`src/rtl/rr_decode_arbiter8.sv`:
```
// 8-way round-robin arbiter with hold timeout; exports the granted client both as
// a 3-bit decoder select and as the matching one-hot enable.
module rr_decode_arbiter8 #(
    parameter int unsigned MAX_HOLD = 16,
    parameter int unsigned HOLD_W   = 5
) (
    input  logic       clk,
    input  logic       rst_n,
    input  logic [7:0] req,
    input  logic [7:0] done,
    output logic       gnt_valid,
    output logic [2:0] gnt_idx,
    output logic [7:0] gnt,
    output logic       timeout
);

    typedef enum logic {
        IDLE  = 1'b0,
        GRANT = 1'b1
    } state_t;

    localparam bit               TIMEOUT_EN  = (MAX_HOLD != 0);
    localparam int unsigned      HOLD_LAST_I = TIMEOUT_EN ? (MAX_HOLD - 1) : 0;
    localparam logic [HOLD_W-1:0] HOLD_LAST  = HOLD_LAST_I[HOLD_W-1:0];

    state_t            r_state, w_state_n;
    logic              r_valid, w_valid_n;
    logic [2:0]        r_idx, w_idx_n;
    logic [7:0]        r_gnt, w_gnt_n;
    logic              r_timeout, w_timeout_n;
    logic [2:0]        r_ptr, w_ptr_n;
    logic [HOLD_W-1:0] r_hold, w_hold_n;

    logic              w_found;
    logic [2:0]        w_pick;
    logic [2:0]        w_cand;

    // First requester at or after ptr, wrapping modulo 8.
    always_comb begin
        w_found = 1'b0;
        w_pick  = r_ptr;
        w_cand  = r_ptr;
        for (int unsigned i = 0; i < 8; i++) begin
            w_cand = r_ptr + 3'(i);
            if (!w_found && req[w_cand]) begin
                w_found = 1'b1;
                w_pick  = w_cand;
            end
        end
    end

    always_comb begin
        w_state_n   = r_state;
        w_valid_n   = r_valid;
        w_idx_n     = r_idx;
        w_gnt_n     = r_gnt;
        w_timeout_n = 1'b0;
        w_ptr_n     = r_ptr;
        w_hold_n    = r_hold;

        unique case (r_state)
            IDLE: begin
                if (w_found) begin
                    w_state_n = GRANT;
                    w_valid_n = 1'b1;
                    w_idx_n   = w_pick;
                    w_gnt_n   = 8'(8'd1 << w_pick);
                    w_hold_n  = '0;
                end
            end
            GRANT: begin
                if (r_hold != '1) begin
                    w_hold_n = r_hold + 1'b1;
                end
                // A normal release outranks a simultaneous timeout, which then stays silent.
                if (done[r_idx] || !req[r_idx] || (TIMEOUT_EN && (r_hold == HOLD_LAST))) begin
                    w_state_n   = IDLE;
                    w_valid_n   = 1'b0;
                    w_gnt_n     = '0;
                    w_ptr_n     = r_idx + 3'd1;
                    w_timeout_n = !(done[r_idx] || !req[r_idx]);
                end
            end
            default: begin
                w_state_n = IDLE;
            end
        endcase
    end

    always_ff @(posedge clk or negedge rst_n) begin
        if (!rst_n) begin
            r_state   <= IDLE;
            r_valid   <= 1'b0;
            r_idx     <= '0;
            r_gnt     <= '0;
            r_timeout <= 1'b0;
            r_ptr     <= '0;
            r_hold    <= '0;
        end else begin
            r_state   <= w_state_n;
            r_valid   <= w_valid_n;
            r_idx     <= w_idx_n;
            r_gnt     <= w_gnt_n;
            r_timeout <= w_timeout_n;
            r_ptr     <= w_ptr_n;
            r_hold    <= w_hold_n;
        end
    end

    assign gnt_valid = r_valid;
    assign gnt_idx   = r_idx;
    assign gnt       = r_gnt;
    assign timeout   = r_timeout;

endmodule

```
`config.mk`:
```
export PLATFORM = sky130hd
export DESIGN_NAME = rr_decode_arbiter8
export DESIGN_NICKNAME = d
export VERILOG_FILES = /design/src/rtl/rr_decode_arbiter8.sv
export SDC_FILE = /design/constraint.sdc
export NUM_CORES = 1
export LEC_CHECK = 0
export CORE_MARGIN = 2
export CORE_UTILIZATION = 55
export DETAILED_ROUTE_END_ITERATION = 16
export PLACE_DENSITY = 0.81
export SLEW_MARGIN = 0
export SYNTH_ARGS = -nofsm -noshare
export SYNTH_HDL_FRONTEND = slang
export SYNTH_SLANG_ARGS = --single-unit
```
`constraint.sdc`:
```
create_clock -name clk -period 4 [get_ports clk]
set_input_delay 0.6 -clock clk [delete_from_list [all_inputs] [get_ports clk]]
set_output_delay 0.6 -clock clk [all_outputs]
set_load 0.1 [all_outputs]
```
# Word level (Yosys, flattened, before mapping)
# Index checks and enable logic that the tools add are counted.
# classes
n_lt_le_gt_ge,9
addsub,9
n_eq_ne,5
n_reduce_logical,22
mux,49
n_bitwise,1
shift,1
# op_table
op,n
$lt 3x4->1 const B,9
$bmux 1 s3,10
$mux 1,24
$mux 3,7
$mux 8,2
$pmux 8 s2,1
$add 3x3->3 const B,4
$mux 5,2
$pmux 5 s2,1
$logic_not 1->1,9
$reduce_and 2->1,4
$shl 1x3->8 const A,1
$logic_and 1x1->1,7
$add 3x1->3 const B,2
$add 3x2->3 const B,2
$add 5x1->5 const B,1
$eq 5x4->1 const B,1
$ne 5x5->1 const B,1
$ne 2x1->1 const B,2
$pmux 1 s2,2
$logic_or 1x1->1,2
$ne 2x2->1 const B,1
$not 1->1,1
# totals
out_inout_bits,13
input_bits,18
wordCells,103
reg_bits,22

# Longest topological paths before layout
# depth
word_depth,27
mapped_depth,13
ltp_nobuf,9

# Worst setup path before layout
# OpenSTA, ideal clock, no wires.
# synth_path
kind,flip-flop to flip-flop
from,register r_ptr[1]
to,register r_gnt[0] (netlist: gnt[0])
required_time_ns,3.890
synth_period_minus_slack_ns,3.406
arrival_time_ns,3.296
path_slack_ns,0.594
stages_incl_launch_ff,13
setup_ns,0.110
path_buffers,3
cell_sequence,dfrtp_1 clkbuf_1 clkbuf_1 inv_1 ha_1 buf_6 mux2i_1 mux4_2 a22oi_4 o32ai_1 a211o_1 and3_4 o41ai_1
# synth_via
elab_chain_len,27
word_cells_on_any_way,57
classes_between,add/sub: 7; eq/ne: 1; shift: 1; mux: 33; reduce/logical: 15
# synth_lines
element,line,rtl
start: declaration,31,"logic [2:0] r_ptr, w_ptr_n;"
start signal: assignment,105,r_ptr <= w_ptr_n;
branches (longest 27 deep; another with $add 3x1->3),n/a,
end signal: assignment,103,r_gnt <= w_gnt_n;
end: declaration,29,"logic [7:0] r_gnt, w_gnt_n;"
# Several ways; the timed one is not identified. The select of a mux whose other input is x is not followed.
# A chain may end at the register's enable or synchronous reset.

# Worst setup path in the final report
# Same ends and word-level chain as after synthesis.

==> summary.json <==
{
  "outcome": {"value": "complete, no violations"},
  "ctsHoldBuffers": {"value": 0},
  "maxCapViolCount": {"value": 0},
  "timing.reg2reg.worst_path_depth": {"value": 9},
  "dr_total_vias": {"value": 1825},
  "grt_pass1_wl": {"value": 8160, "unit": "um"},
  "final_layout_size_suffix_gt1_share": {"value": 14.2, "unit": "%"},
  "critical_path_peak_fanout": {"value": 11},
  "drc": {"value": 0},
  "clock_transition_at_the_register_clock_pins_on_the_worst_setup_and_hold_paths_after_cts": {"value": 0.08, "unit": "ns"},
  "timing.hold.worst_endpoint": {"value": "gnt[5]$_DFFE_PN0P_"},
  "cts_max_path_buffers": {"value": 2},
  "hold_path.startpoint": {"value": "gnt[5]$_DFFE_PN0P_"},
  "timing_hold_violations_final": {"value": 0},
  "port_buffers": {"value": 30},
  "dpl.hpwl": {"value": 3610, "unit": "um"},
  "final.min_clock_period": {"value": 3.42, "unit": "ns"},
  "wl_per_cell": {"value": 16.9, "unit": "um"},
  "synth-edff-count": {"value": 0},
  "synth.top_cells.by_area": {"value": "sky130_fd_sc_hd__dfrtp_1 (27%), sky130_fd_sc_hd__mux4_2 (14%), sky130_fd_sc_hd__mux2i_1 (4.9%), sky130_fd_sc_hd__nand2_1 (4.8%), sky130_fd_sc_hd__mux2_2 (3.9%)"},
  "synth_nets": {"value": 236},
  "vias_in_the_first_global_route": {"value": 1676},
  "die_area": {"value": 4220, "unit": "um^2"},
  "min_path_cells": {"value": 2},
  "die-width": {"value": 65.0, "unit": "um"},
  "final-setup-viol-count": {"value": 0},
  "cts_resized": {"value": 0},
  "critical_path.startpoint_type": {"value": "register"},
  "tns": {"value": 0, "unit": "ns"},
  "synthesis.area_per_instance": {"value": 9.64, "unit": "um^2"},
  "post-synth-top-area-fraction": {"value": 26.9, "unit": "%"},
  "cts_made_buffers": {"value": 3},
  "post_synth_inst_count": {"value": 212},
  "cts.sink_count": {"value": 22},
  "gp_routability_congestion": {"value": 0.881},
  "number_of_i_o_pins": {"value": 31},
  "hp-class": {"value": "register to register"},
  "drt_iter0_markers": {"value": 165},
  "reg2reg_from": {"value": "r_ptr[1]$_DFFE_PN0P_"},
  "total_count_of_max_transition_violations_in_the_final_report": {"value": 0},
  "critPathArrivalTime": {"value": 3.56, "unit": "ns"},
  "detail_route.first_pass.iterations": {"value": 4},
  "worst-slew-pin-transition": {"value": 0.971, "unit": "ns"},
  "dieHeight": {"value": 65.0, "unit": "um"},
  "gr-usage-all-layers": {"value": 25.1, "unit": "%"},
  "overflow": {"value": 0},
  "max_freq": {"value": 292, "unit": "MHz"},
  "clock_tree.htree_level_count": {"value": 1},
  "grt_setup_unrepaired": {"value": "false"},
  "detail_route.vias_per_cell": {"value": 6.36},
  "floorplan.initialDensity": {"value": 56.7, "unit": "%"},
  "syn_area": {"value": 2040, "unit": "um^2"},
  "number_of_register_bits_inferred_by_synthesis": {"value": 22},
  "critical_path.reg2reg.endpoint": {"value": "gnt[0]$_DFFE_PN0P_"},
  "clk_root_buffer_cell": {"value": "sky130_fd_sc_hd__clkbuf_8"},
  "post_detailed_route_count_of_antenna_violating_nets": {"value": 0},
  "flow.area_growth_from_synthesis": {"value": 18.4, "unit": "%"},
  "fin_worst_skew": {"value": 0.00714, "unit": "ns"},
  "synth_flop_cell": {"value": "sky130_fd_sc_hd__dfrtp_1"},
  "clock_tree_from_tritoncts": {"value": "done"},
  "worstPathRequired": {"value": 4.14, "unit": "ns"},
  "postCtsSetupBuffers": {"value": 0},
  "ys_seq_area_share": {"value": 26.9, "unit": "%"},
  "filler_cell_count": {"value": 293},
  "total_wirelength": {"value": 4850, "unit": "um"},
  "nets": {"value": 265},
  "layout_worst_path_cycle_share": {"value": 85.6, "unit": "%"},
  "worstSetupPathType": {"value": "register to register"},
  "antenna_found_initial": {"value": 0},
  "number_of_distinct_library_cells_after_synthesis": {"value": 50},
  "worst-r2r-setup-slack": {"value": 0.58, "unit": "ns"},
  "synth-warning-count": {"value": 0},
  "num_rows": {"value": 22},
  "pin_count_of_the_biggest_net_entering_global_routing": {"value": 23},
  "timing.critical_path.to_type": {"value": "register"},
  "clock_latency_late_sink": {"value": 0.26, "unit": "ns"},
  "yosys.area.top_type": {"value": "sky130_fd_sc_hd__dfrtp_1"},
  "slew_headroom": {"value": 35.1, "unit": "%"},
  "placeableCoreArea": {"value": 3610, "unit": "um^2"},
  "postSynth.asyncResetShare": {"value": 100, "unit": "%"},
  "diodes": {"value": 0}
}
-- logic make-up after synthesis --
group | share of synthesized area, %
xor gates and xnor gates | 2.57
buffers and inverters | 5.14
DFF | 26.9
and+or+nand+nor | 16.5
muxes | 23.1
adders and majority gates | 3.67
AOI/OAI and AO/OA | 22.2
-- critical path, cell delays in order, from the launching register on --
cell                       delay (ns)
sky130_fd_sc_hd__dfrtp_1         0.34
sky130_fd_sc_hd__inv_1           0.12
sky130_fd_sc_hd__ha_1            0.62
sky130_fd_sc_hd__mux4_2          0.60
sky130_fd_sc_hd__mux2i_1         0.45
sky130_fd_sc_hd__nand3_1         0.21
sky130_fd_sc_hd__o22ai_1         0.21
sky130_fd_sc_hd__o211ai_1        0.14
sky130_fd_sc_hd__and3_4          0.24
sky130_fd_sc_hd__o41ai_1         0.39
-- metrics by stage --
step / instance area (um^2) / hold slack, ns / setup slack, ns / utilization (%) / std cells
global placement: 2380 / 0.479 / 0.591 / 66.0 / 284
global route: 2420 / 0.526 / 0.258 / 67.1 / 287
floorplan: 2040 / 0.304 / 0.594 / - / 212
CTS: 2420 / 0.500 / 0.598 / 67.1 / 287
detailed placement: 2380 / 0.478 / 0.546 / 66.0 / 284
finish: 2420 / 0.496 / 0.576 / 67.1 / 287
-- final cells by class --
cell class                      instances  area, um^2  share of cell area (%)
Sequential cell                        22         551                    22.8
Tap cell                               48        60.1                    2.48
Multi-Input combinational cell        167        1390                    57.4
Clock buffer                            3        41.3                    1.71
Inverter                               13        48.8                    2.02
Timing Repair Buffer                   34         330                    13.7
-- worst max-delay path by stage --
stage                               from                  to  slack, ns
finish              r_ptr[1]$_DFFE_PN0P_  gnt[0]$_DFFE_PN0P_       0.58
global route        r_ptr[1]$_DFFE_PN0P_  gnt[0]$_DFFE_PN0P_       0.26
CTS                 r_ptr[1]$_DFFE_PN0P_  gnt[5]$_DFFE_PN0P_       0.60
detailed placement                req[4]  gnt[5]$_DFFE_PN0P_       0.55
global placement                  req[5]  gnt[5]$_DFFE_PN0P_       0.59
floorplan           r_ptr[1]$_DFFE_PN0P_  gnt[0]$_DFFE_PN0P_       0.59
-- Yosys cell counts, types with 4 or more instances --
| cell | number |
|---|---|
| sky130_fd_sc_hd__ha_1 | 6 |
| sky130_fd_sc_hd__nand3_1 | 5 |
| sky130_fd_sc_hd__o21ai_0 | 15 |
| sky130_fd_sc_hd__nor2_1 | 11 |
| sky130_fd_sc_hd__mux2_2 | 7 |
| sky130_fd_sc_hd__nand2b_1 | 6 |
| sky130_fd_sc_hd__xnor2_1 | 4 |
| sky130_fd_sc_hd__dfrtp_1 | 22 |
| sky130_fd_sc_hd__mux4_2 | 13 |
| sky130_fd_sc_hd__nand2_1 | 26 |
| sky130_fd_sc_hd__o41ai_1 | 8 |
| sky130_fd_sc_hd__mux2i_1 | 10 |
| sky130_fd_sc_hd__inv_1 | 13 |
| sky130_fd_sc_hd__clkbuf_1 | 5 |
| sky130_fd_sc_hd__and2_1 | 5 |
| sky130_fd_sc_hd__o32a_1 | 4 |
| sky130_fd_sc_hd__a22oi_1 | 5 |
-- sequential cells by signal, summed over array words and instances (netlist names) --
| register | flops |
|---|---|
| r_ptr | 3 |
| r_hold | 5 |
| timeout | 1 |
| gnt | 8 |
| gnt_idx | 3 |
| gnt_valid | 1 |
| r_state | 1 |
-- cell usage in the layout (no fill, tap or decap), types with 6 or more instances in the layout --
master / instances
sky130_fd_sc_hd__clkdlybuf4s50_1: 30
sky130_fd_sc_hd__mux2i_1: 10
sky130_fd_sc_hd__nand2b_1: 6
sky130_fd_sc_hd__inv_1: 13
sky130_fd_sc_hd__mux2_2: 7
sky130_fd_sc_hd__mux4_2: 13
sky130_fd_sc_hd__o21ai_0: 15
sky130_fd_sc_hd__ha_1: 6
sky130_fd_sc_hd__dfrtp_1: 22
sky130_fd_sc_hd__o41ai_1: 8
sky130_fd_sc_hd__nand2_1: 26
sky130_fd_sc_hd__nor2_1: 11
-- layer usage --
metal / GRT usage (%) / wire length (um)
met5: 0 / 0
met4: 1.60 / 32
met3: 3.65 / 203
met2: 40.6 / 2320
met1: 37.4 / 2290
Power is not shown: default switching activity piles up to over one toggle a cycle in this logic, so the estimate is an artifact.
